===== src/rtl/scan_loader_if.sv =====
// rtl/scan_loader_if.sv - host command/byte streams and buffer-bank serial port of scan_loader
//
// Signals:
//   cmd_valid/cmd_ready/cmd_write/cmd_addr : command handshake (target buffer, write or read)
//   wr_data/wr_valid/wr_ready              : byte stream into the selected chain
//   rd_data/rd_valid                       : captured bytes out, no back-pressure
//   done                                   : one-cycle command-complete strobe
//   sclk/sin/ssel/saddr/sout               : shared serial port of the eight pattern buffers
// Modports: master = host plus buffer bank side, slave = scan_loader.

interface scan_loader_if;
    logic       cmd_valid;
    logic       cmd_ready;
    logic       cmd_write;
    logic [2:0] cmd_addr;
    logic [7:0] wr_data;
    logic       wr_valid;
    logic       wr_ready;
    logic [7:0] rd_data;
    logic       rd_valid;
    logic       done;
    logic       sclk;
    logic       sin;
    logic       ssel;
    logic [2:0] saddr;
    logic       sout;

    modport master (
        output cmd_valid, cmd_write, cmd_addr, wr_data, wr_valid, sout,
        input  cmd_ready, wr_ready, rd_data, rd_valid, done, sclk, sin, ssel, saddr
    );

    modport slave (
        input  cmd_valid, cmd_write, cmd_addr, wr_data, wr_valid, sout,
        output cmd_ready, wr_ready, rd_data, rd_valid, done, sclk, sin, ssel, saddr
    );
endinterface


===== src/rtl/scan_loader.sv =====
// rtl/scan_loader.sv - serial scan-chain master that loads and reads back the pattern buffers
//
// Ports:
//   clk  : core clock
//   rst  : asynchronous active-high reset
//   bus  : scan_loader_if.slave (command, write/read byte streams, done, serial port)
// Parameters:
//   buffer_size  : bytes per pattern buffer (chain length in bytes)
//   buffer_width : bits per byte, fixed at 8
//   clk_div      : core clocks per sclk period, even and >= 2
// Optional feature macro SCAN_READBACK_EN: when defined, cmd_write=0 performs a
// non-destructive read-back (sout recirculated to sin and captured onto rd_data).
// When undefined every command is a write and rd_valid/rd_data are tied low.

module scan_loader #(
    parameter int buffer_size  = 22,
    parameter int buffer_width = 8,
    parameter int clk_div      = 4
) (
    input logic          clk,
    input logic          rst,
    scan_loader_if.slave bus
);
    localparam int half   = clk_div / 2;
    localparam int byte_w = (buffer_size > 1) ? $clog2(buffer_size) : 1;
    localparam int half_w = (half > 1) ? $clog2(half) : 1;
    localparam int bit_w  = $clog2(buffer_width);

    typedef enum logic [2:0] {IDLE, LOAD, SHIFT_LO, SHIFT_HI, FINISH} state_t;

    state_t                  state;
    logic [byte_w-1:0]       byte_cnt;
    logic [bit_w-1:0]        bit_cnt;
    logic [half_w-1:0]       phase_cnt;
    logic [buffer_width-1:0] shreg;
    logic                    write_mode;
    logic                    accept_write;
    logic                    sout_bit;

`ifdef SCAN_READBACK_EN
    logic [buffer_width-1:0] cap;
    assign accept_write = bus.cmd_write;
    assign sout_bit     = bus.sout;
`else
    logic unused_inputs;
    assign accept_write  = 1'b1;
    assign sout_bit      = 1'b0;
    assign unused_inputs = bus.cmd_write ^ bus.sout;
    assign bus.rd_valid  = 1'b0;
    assign bus.rd_data   = '0;
`endif

    always_ff @(posedge clk or posedge rst) begin
        if (rst) begin
            state         <= IDLE;
            byte_cnt      <= '0;
            bit_cnt       <= '0;
            phase_cnt     <= '0;
            shreg         <= '0;
            write_mode    <= 1'b0;
            bus.cmd_ready <= 1'b1;
            bus.wr_ready  <= 1'b0;
            bus.done      <= 1'b0;
            bus.sclk      <= 1'b0;
            bus.sin       <= 1'b0;
            bus.ssel      <= 1'b0;
            bus.saddr     <= 3'd0;
`ifdef SCAN_READBACK_EN
            cap           <= '0;
            bus.rd_valid  <= 1'b0;
            bus.rd_data   <= '0;
`endif
        end else begin
            bus.done <= 1'b0;
`ifdef SCAN_READBACK_EN
            bus.rd_valid <= 1'b0;
`endif
            case (state)
                // FINISH also shows cmd_ready, so a command can be taken there directly.
                IDLE, FINISH: begin
                    if (bus.cmd_valid) begin
                        write_mode    <= accept_write;
                        bus.saddr     <= bus.cmd_addr;
                        bus.ssel      <= 1'b1;
                        bus.cmd_ready <= 1'b0;
                        bus.wr_ready  <= accept_write;
                        byte_cnt      <= '0;
                        state         <= LOAD;
                    end else begin
                        state <= IDLE;
                    end
                end

                LOAD: begin
                    if (!write_mode || bus.wr_valid) begin
                        shreg        <= write_mode ? bus.wr_data : '0;
                        bus.sin      <= write_mode ? bus.wr_data[buffer_width-1] : sout_bit;
                        bus.wr_ready <= 1'b0;
                        bit_cnt      <= '0;
                        phase_cnt    <= '0;
                        state        <= SHIFT_LO;
                    end
                end

                SHIFT_LO: begin
                    if (phase_cnt == half_w'(half - 1)) begin
                        phase_cnt <= '0;
                        bus.sclk  <= 1'b1;
                        state     <= SHIFT_HI;
`ifdef SCAN_READBACK_EN
                        // Sampled on the same edge that raises sclk, before the chain shifts.
                        cap <= {cap[buffer_width-2:0], bus.sout};
`endif
                    end else begin
                        phase_cnt <= phase_cnt + 1'b1;
                    end
                end

                SHIFT_HI: begin
                    if (phase_cnt == half_w'(half - 1)) begin
                        phase_cnt <= '0;
                        bus.sclk  <= 1'b0;
                        if (bit_cnt == bit_w'(buffer_width - 1)) begin
`ifdef SCAN_READBACK_EN
                            if (!write_mode) begin
                                bus.rd_data  <= cap;
                                bus.rd_valid <= 1'b1;
                            end
`endif
                            if (byte_cnt == byte_w'(buffer_size - 1)) begin
                                bus.ssel      <= 1'b0;
                                bus.sin       <= 1'b0;
                                bus.done      <= 1'b1;
                                bus.cmd_ready <= 1'b1;
                                state         <= FINISH;
                            end else begin
                                byte_cnt     <= byte_cnt + 1'b1;
                                bus.wr_ready <= write_mode;
                                state        <= LOAD;
                            end
                        end else begin
                            bit_cnt <= bit_cnt + 1'b1;
                            shreg   <= {shreg[buffer_width-2:0], 1'b0};
                            // Read-back feeds sout straight back so the chain is left intact.
                            bus.sin <= write_mode ? shreg[buffer_width-2] : sout_bit;
                            state   <= SHIFT_LO;
                        end
                    end else begin
                        phase_cnt <= phase_cnt + 1'b1;
                    end
                end

                default: state <= IDLE;
            endcase
        end
    end
endmodule


===== src/flat_wrapper.sv =====
// flat-port wrapper written by rule: the top's interface ports become plain ports
module scan_loader_flat 
#(
    parameter int buffer_size  = 22,
    parameter int buffer_width = 8,
    parameter int clk_div      = 4
)
  (clk, rst, bus_cmd_valid, bus_cmd_write, bus_cmd_addr, bus_wr_data, bus_wr_valid, bus_sout, bus_cmd_ready, bus_wr_ready, bus_rd_data, bus_rd_valid, bus_done, bus_sclk, bus_sin, bus_ssel, bus_saddr);
  scan_loader_if bus_i ();
  input logic clk;
  input logic rst;
  input wire logic [$bits(bus_i.cmd_valid)-1:0] bus_cmd_valid;
  input wire logic [$bits(bus_i.cmd_write)-1:0] bus_cmd_write;
  input wire logic [$bits(bus_i.cmd_addr)-1:0] bus_cmd_addr;
  input wire logic [$bits(bus_i.wr_data)-1:0] bus_wr_data;
  input wire logic [$bits(bus_i.wr_valid)-1:0] bus_wr_valid;
  input wire logic [$bits(bus_i.sout)-1:0] bus_sout;
  output wire logic [$bits(bus_i.cmd_ready)-1:0] bus_cmd_ready;
  output wire logic [$bits(bus_i.wr_ready)-1:0] bus_wr_ready;
  output wire logic [$bits(bus_i.rd_data)-1:0] bus_rd_data;
  output wire logic [$bits(bus_i.rd_valid)-1:0] bus_rd_valid;
  output wire logic [$bits(bus_i.done)-1:0] bus_done;
  output wire logic [$bits(bus_i.sclk)-1:0] bus_sclk;
  output wire logic [$bits(bus_i.sin)-1:0] bus_sin;
  output wire logic [$bits(bus_i.ssel)-1:0] bus_ssel;
  output wire logic [$bits(bus_i.saddr)-1:0] bus_saddr;
  assign bus_i.cmd_valid = bus_cmd_valid;
  assign bus_i.cmd_write = bus_cmd_write;
  assign bus_i.cmd_addr = bus_cmd_addr;
  assign bus_i.wr_data = bus_wr_data;
  assign bus_i.wr_valid = bus_wr_valid;
  assign bus_i.sout = bus_sout;
  assign bus_cmd_ready = bus_i.cmd_ready;
  assign bus_wr_ready = bus_i.wr_ready;
  assign bus_rd_data = bus_i.rd_data;
  assign bus_rd_valid = bus_i.rd_valid;
  assign bus_done = bus_i.done;
  assign bus_sclk = bus_i.sclk;
  assign bus_sin = bus_i.sin;
  assign bus_ssel = bus_i.ssel;
  assign bus_saddr = bus_i.saddr;
  scan_loader #(.buffer_size(buffer_size), .buffer_width(buffer_width), .clk_div(clk_div)) u_core (.clk(clk), .rst(rst), .bus(bus_i));
endmodule

===== config.mk =====
export PLATFORM = sky130hd
export DESIGN_NAME = scan_loader_flat
export DESIGN_NICKNAME = d
export VERILOG_FILES = /design/src/rtl/scan_loader_if.sv /design/src/rtl/scan_loader.sv /design/src/flat_wrapper.sv
export SDC_FILE = /design/constraint.sdc
export NUM_CORES = 1
export LEC_CHECK = 0
export CORE_MARGIN = 10
export CORE_UTILIZATION = 45
export CTS_CLUSTER_SIZE = 12
export DETAILED_ROUTE_END_ITERATION = 12
export PLACE_DENSITY = 0.76
export SYNTH_ARGS = -nofsm -noshare
export SYNTH_HDL_FRONTEND = slang
export SYNTH_SLANG_ARGS = --single-unit

===== constraint.sdc =====
create_clock -name clk -period 1.67 [get_ports clk]
set_clock_uncertainty 0.05 [all_clocks]
set_input_delay 0.2505 -clock clk [delete_from_list [all_inputs] [get_ports clk]]
set_output_delay 0.2505 -clock clk [all_outputs]
set_load 0.1 [all_outputs]

==> impl_metrics.yaml, run 1 <==
clocking:
  cts_htree_levels: 2
  cts_resized: 0
  cts_tree: "yes"
  clock_latency_ps: 340
  cts_sinks: 29
  post-cts-setup-buffer-count: 0
  clockBufferDepth: 2
  holdBufCountCts: 0
  path_clk_slew_ps: 90
  cts.root.buffer_cell: "clkbuf_4"
  cts-buffers-inserted: 5
pwr:
  powerDensity_nw_per_um2: 1760
  swShare_pct: 46.0
  p_seq_share_pct: 33.2
  p_leak_nw: 0.930
  clockPowerShare_pct: 12.4
  p_total_mw: 3.60
  p_sw_mw: 1.66
  p_int_mw: 1.94
  peakVddDrop_v: 0.00104
  comb_power_share_pct: 54.3
timing:
  setup_viol: 0
  fmax_mhz: 635
  final.period_utilization_pct: 94.2
  holdWs_ps: 164
  hold_viol: 0
  period_needed_ps: 1570
  slew_violations: 0
route:
  drc_errors: 0
  drtAntennaViolNets: 0
  dr_total_vias: 1238
  first_iter_violations: 69
  vias_per_cell: 5.07
  wire_per_inst_um: 13.8
  first_pass_iters: 4
  wl_mm: 3.38
logic_synthesis:
  ys.flop_type: "dfrtp_1"
  syn_inst: 163
  async_flop_share_pct: 100
  syn_area_per_cell_um2: 9.40
  synth_top_area_share_pct: 45.7
  yosys_register_bits: 29
  synth_edf_count: 0
  yosysTopAreaCell: "dfrtp_1"
  ys_warn_count: 0
  synth_area_leaders: "dfrtp_1, buf_4, nand2_1, nand3_1, ha_1"
  synth_seq_area_share_pct: 47.4
  yosysUniqueCellTypes: 39
  syn-cell-area_um2: 1530
setup_path:
  arrival_ps: 1780
  path_delay_family: "adder cells"
  cpPeakStageDelay_ps: 400
  slowest_stage: "dfrtp_1"
  path_cells: "ha_1, ha_4, nand2_1, o2111a_2, buf_12, nor2_1, a31oi_1"
  cp_max_fo: 10
  cp-end-kind: "flip-flop"
  criticalPathCategory: "reg -> reg"
  start_kind: "flip-flop"
  crit_buf_inv: 1
  crit_required_ps: 1880
finish:
  layout_common_cells: "dfrtp_1, nand2_1, nand3_1, clkdlybuf4s50_1, buf_4"
  regArea_um2: 727
  syn_to_final_growth_pct: 33.2
  fin_nets: 218
  mostFrequentLayoutCell: "dfrtp_1"
  multi_input_area_um2: 706
  diodes: 0
  fillers: 285
  drive_above_1_share_pct: 20.7
global_route:
  antenna_found_initial: 0
  grt_max_degree: 21
  grt_pass1_wl_mm: 5.71
  grt_overflow_total: 0
  first_global_vias: 1282
  grt_usage_pct: 11.5
floorplan:
  ios: 35
  initial_core_util_pct: 46.3
  die_y_um: 78.4
  num_rows: 21
  die-area_um2: 6140
  core_region_area_um2: 3310
  die_width_um: 78.4
run_status:
  status: "finished, final reports clean"
placement:
  portBuffers: 23
  place_hpwl_mm: 2.60
  place_congestion: 0.834
run:
  cap_violations: 0
hold_path:
  hold_class: "in -> async"
## logic make-up (layout without fill, tap and decap cells)
family / after synthesis / in the layout / synth area share [%]
fa+ha+maj: 4 / 4 / 3.27
other cells: 1 / 9 / 0.245
buf+inv: 27 / 54 / 10.4
simple gates: 66 / 66 / 22.8
flops: 29 / 29 / 47.4
mux: 2 / 2 / 1.39
compound gates: 34 / 34 / 14.5
## cells in the mapped netlist (2+ instances only)
library cell  instances
o21ai_0               7
nand2_1              23
clkbuf_1              2
buf_4                12
ha_1                  4
o31ai_1               2
dfrtp_1              28
buf_2                 4
a31oi_1               6
nor2_1                9
o21ai_1               3
nand3_1              17
inv_1                 8
nand2b_1              5
a21oi_1               5
o211ai_1              2
nor2b_1               4
## layout make-up
type	count	area share, %
Tap cell	46	2.82
Clock buffer	8	2.88
Multi-Input combinational cell	115	34.6
Inverter	8	1.47
Sequential cell	29	35.6
Timing Repair Buffer	38	22.7
## metrics by stage
stage / worst slack [ps] / instance area, um^2 / instances / utilization, % / TNS [ps]
after CTS: 35.4 / 1990 / 243 / 60.1 / 0
after global placement: -5.73 / 1930 / 235 / 58.3 / -5.73
after global routing: -9.10 / 2040 / 244 / 61.7 / -10.3
after floorplan: 62.6 / 1560 / 171 / - / 0
final: 96.4 / 2040 / 244 / 61.7 / 0
after detailed placement: -46.5 / 1930 / 235 / 58.3 / -91.0
## worst reg2reg max path: stages (launching register included)
cell	delay, ps
dfrtp_1	400
ha_1	230
ha_4	180
nand2_1	50
o2111a_2	260
buf_12	130
nor2_1	40
a31oi_1	140
## state kept, by name, indices dropped and copies added (netlist names)
signal and flops:
u_core.bus.cmd_ready 1, u_core.bus.sin 1, u_core.shreg 7, u_core.bus.sclk 1
u_core.bus.ssel 1, u_core.phase_cnt 1, u_core.state 3, u_core.byte_cnt 5
u_core.bit_cnt 3, u_core.bus.saddr 3, u_core.bus.done 1, u_core.bus.wr_ready 1
u_core.write_mode 1
## routing by layer
layer	share of wire (%)	track usage (%)	up-vias	wire, um
li1	-	-	611	-
met1	41	11.9	584	1390
met2	48	18.5	37	1620
met3	9.3	6.95	6	315
met4	1.7	5.02	0	57
met5	0	0	-	0
## power by group through the flow
stage / combinational [mW] / sequential [mW] / clock (mW)
final: 1.96 / 1.20 / 0.448
after global routing: 2.10 / 1.23 / 0.500
after CTS: 1.88 / 1.19 / 0.465
after detailed placement: 1.87 / 1.20 / 0
after global placement: 1.84 / 1.18 / 0
after floorplan: 0.906 / 1.58 / 0
## path summary, 6_finish.rpt
kind / depth (start not counted) / start / slack (ps) / end
worst max-delay path: 7 / u_core.bit_cnt[0]$_DFFE_PP0P_ / 100 / u_core.shreg[2]$_DFFE_PP0P_
worst min-delay path: 3 / rst / 160 / u_core.shreg[1]$_DFFE_PP0P_
worst max register to register: 7 / u_core.bit_cnt[0]$_DFFE_PP0P_ / 100 / u_core.shreg[2]$_DFFE_PP0P_
worst min register to register: 1 / u_core.bit_cnt[0]$_DFFE_PP0P_ / 440 / u_core.bit_cnt[0]$_DFFE_PP0P_
max in group asynchronous: 3 / rst / 1110 / u_core.bus.cmd_ready$_DFFE_PP1P_
min in group clk: 3 / bus_cmd_addr[2] / 410 / u_core.bus.saddr[2]$_DFFE_PP0P_
(Power assumes the default switching activity.)
==> run 2, diff against run 1 <==
SETUP_SLACK_MARGIN = 0.05   (was not set)
==> run 2 against run 1 <==
Global-route usage did not move. Clock power rose by 1%. Fmax up 0.53%. Combinational power rose by 6%. Core utilization increased by 2.2 points. Largest power group unchanged.
==> impl_metrics.yaml, run 2 (same netlist as run 1, synthesis figures left out) <==
finish:
  multi_input_area_um2: 721
  largest_reg_flops: 7
  mostFrequentLayoutCell: "dfrtp_1"
  drive_above_1_share_pct: 26.1
  layout_common_cells: "dfrtp_1, nand2_1, nand3_1, buf_4, clkdlybuf4s50_1"
  diodes: 0
  regArea_um2: 728
  reg_top3: "u_core.shreg x7, u_core.byte_cnt x5"
  fin_area_um2: 2110
  regMostFlops: "u_core.shreg"
  syn_to_final_growth_pct: 37.9
  fin_nets: 223
  fillers: 282
global_route:
  grt_max_degree: 21
  first_global_vias: 1282
  antenna_found_initial: 0
  grt_usage_pct: 11.5
  grt_overflow_total: 0
  grt_pass1_wl_mm: 5.71
timing:
  fmax_mhz: 639
  rsz0062_at_grt: "yes"
  tns_ps: 0
  period_needed_ps: 1570
  final.period_utilization_pct: 93.7
  hold_viol: 0
  setup_viol: 0
  slew_violations: 0
  worst_slack_ps: 105
route:
  drtAntennaViolNets: 0
  first_iter_violations: 66
  first_pass_iters: 4
  vias_per_cell: 5.11
  wl_mm: 3.54
  wire_per_inst_um: 14.2
  drc_errors: 0
  dr_total_vias: 1272
clocking:
  cts_tree: "yes"
  holdBufCountCts: 0
  path_clk_slew_ps: 90
  cts_sinks: 29
  cts-buffers-inserted: 5
  clockBufferDepth: 2
  cts_htree_levels: 2
  cts.root.buffer_cell: "clkbuf_4"
  clock_latency_ps: 340
floorplan:
  initial_core_util_pct: 46.3
  die-area_um2: 6140
  die_y_um: 78.4
  die_width_um: 78.4
  core_region_area_um2: 3310
  num_rows: 21
  ios: 35
placement:
  portBuffers: 23
  place_hpwl_mm: 2.60
  place_congestion: 0.834
  dpl_cell_area_um2: 1930
  dp_slack_ps: -46.5
setup_path:
  cp-end-kind: "flip-flop"
  path_cells: "ha_2, ha_4, nand2_2, o2111a_2, clkbuf_16, nor2_1, a31oi_1"
  arrival_ps: 1780
  start_kind: "flip-flop"
  slowest_stage: "dfrtp_1"
  crit_start: "u_core.bit_cnt[1]$_DFFE_PP0P_"
  cpPeakStageDelay_ps: 400
  r2r_start: "u_core.bit_cnt[1]$_DFFE_PP0P_"
  criticalPathCategory: "reg -> reg"
  crit_required_ps: 1890
  cp_max_fo: 5
run:
  cap_violations: 0
pwr:
  powerDensity_nw_per_um2: 1770
  p_leak_nw: 0.960
  peakVddDrop_v: 0.00106
run_status:
  status: "finished, final reports clean"
hold_path:
  hold_class: "in -> async"
## run 2: cell type report
class,instances,area share [%]
sequential,29,34.5
multi-input combinational,115,34.1
timing repair buffer,43,24.5
clock buffer,8,2.78
tap,46,2.72
inverter,8,1.42
## run 2: what timing repair did
item | in CTS | in global routing
buffers inserted | 0 | 4
endpoints found under the hold margin | 0 | 0
setup endpoints to repair | 2 | 14
gates cloned | 0 | 2
pin swaps | 0 | 3
gates resized for setup | 1 | 12
## run 2: worst paths after layout
check | slack [ps] | end | cells after the start
hold reg to reg | 440 | u_core.bit_cnt[0]$_DFFE_PP0P_ | 1
hold / removal | 160 | u_core.shreg[1]$_DFFE_PP0P_ | 3
min in group clk | 400 | u_core.bus.saddr[2]$_DFFE_PP0P_ | 3
setup / recovery | 100 | u_core.shreg[6]$_DFFE_PP0P_ | 7
max in group asynchronous | 1110 | u_core.bus.cmd_ready$_DFFE_PP1P_ | 3
setup reg to reg | 100 | u_core.shreg[6]$_DFFE_PP0P_ | 7
## run 2: critical path, delay by kind of cell (launching register included)
kind	cells	cell delay, ps
AOI/OAI and AO/OA	2	410
DFF	1	400
adders and majority gates	2	370
buffers and inverters	1	170
and+or+nand+nor	2	90
## run 2: per-layer routing
| layer | routed length (um) | GRT usage [%] | share of wire (%) | vias to the layer above |
|---|---|---|---|---|
| met5 | 0 | 0 | 0 | - |
| met4 | 57 | 5.02 | 1.6 | 0 |
| met3 | 307 | 6.95 | 8.7 | 5 |
| met2 | 1760 | 18.5 | 50 | 32 |
| met1 | 1420 | 11.9 | 40 | 613 |
| li1 | - | - | - | 622 |
## run 2: power by group
group	switching [mW]	leakage, nW	internal (mW)
sequential	0.253	0.343	0.953
combinational	1.21	0.585	0.871
clock	0.246	0.0326	0.207
total	1.71	0.960	2.03
## run 2: metrics by stage
stage               power (mW)  util, %  hold slack, ps  instances
floorplan                 2.48        -             278        171
global placement          3.02     58.3             417        235
detailed placement        3.08     58.3             433        235
CTS                       3.54     60.1             160        243
global route              3.97     63.8             160        249
finish                    3.74     63.8             159        249
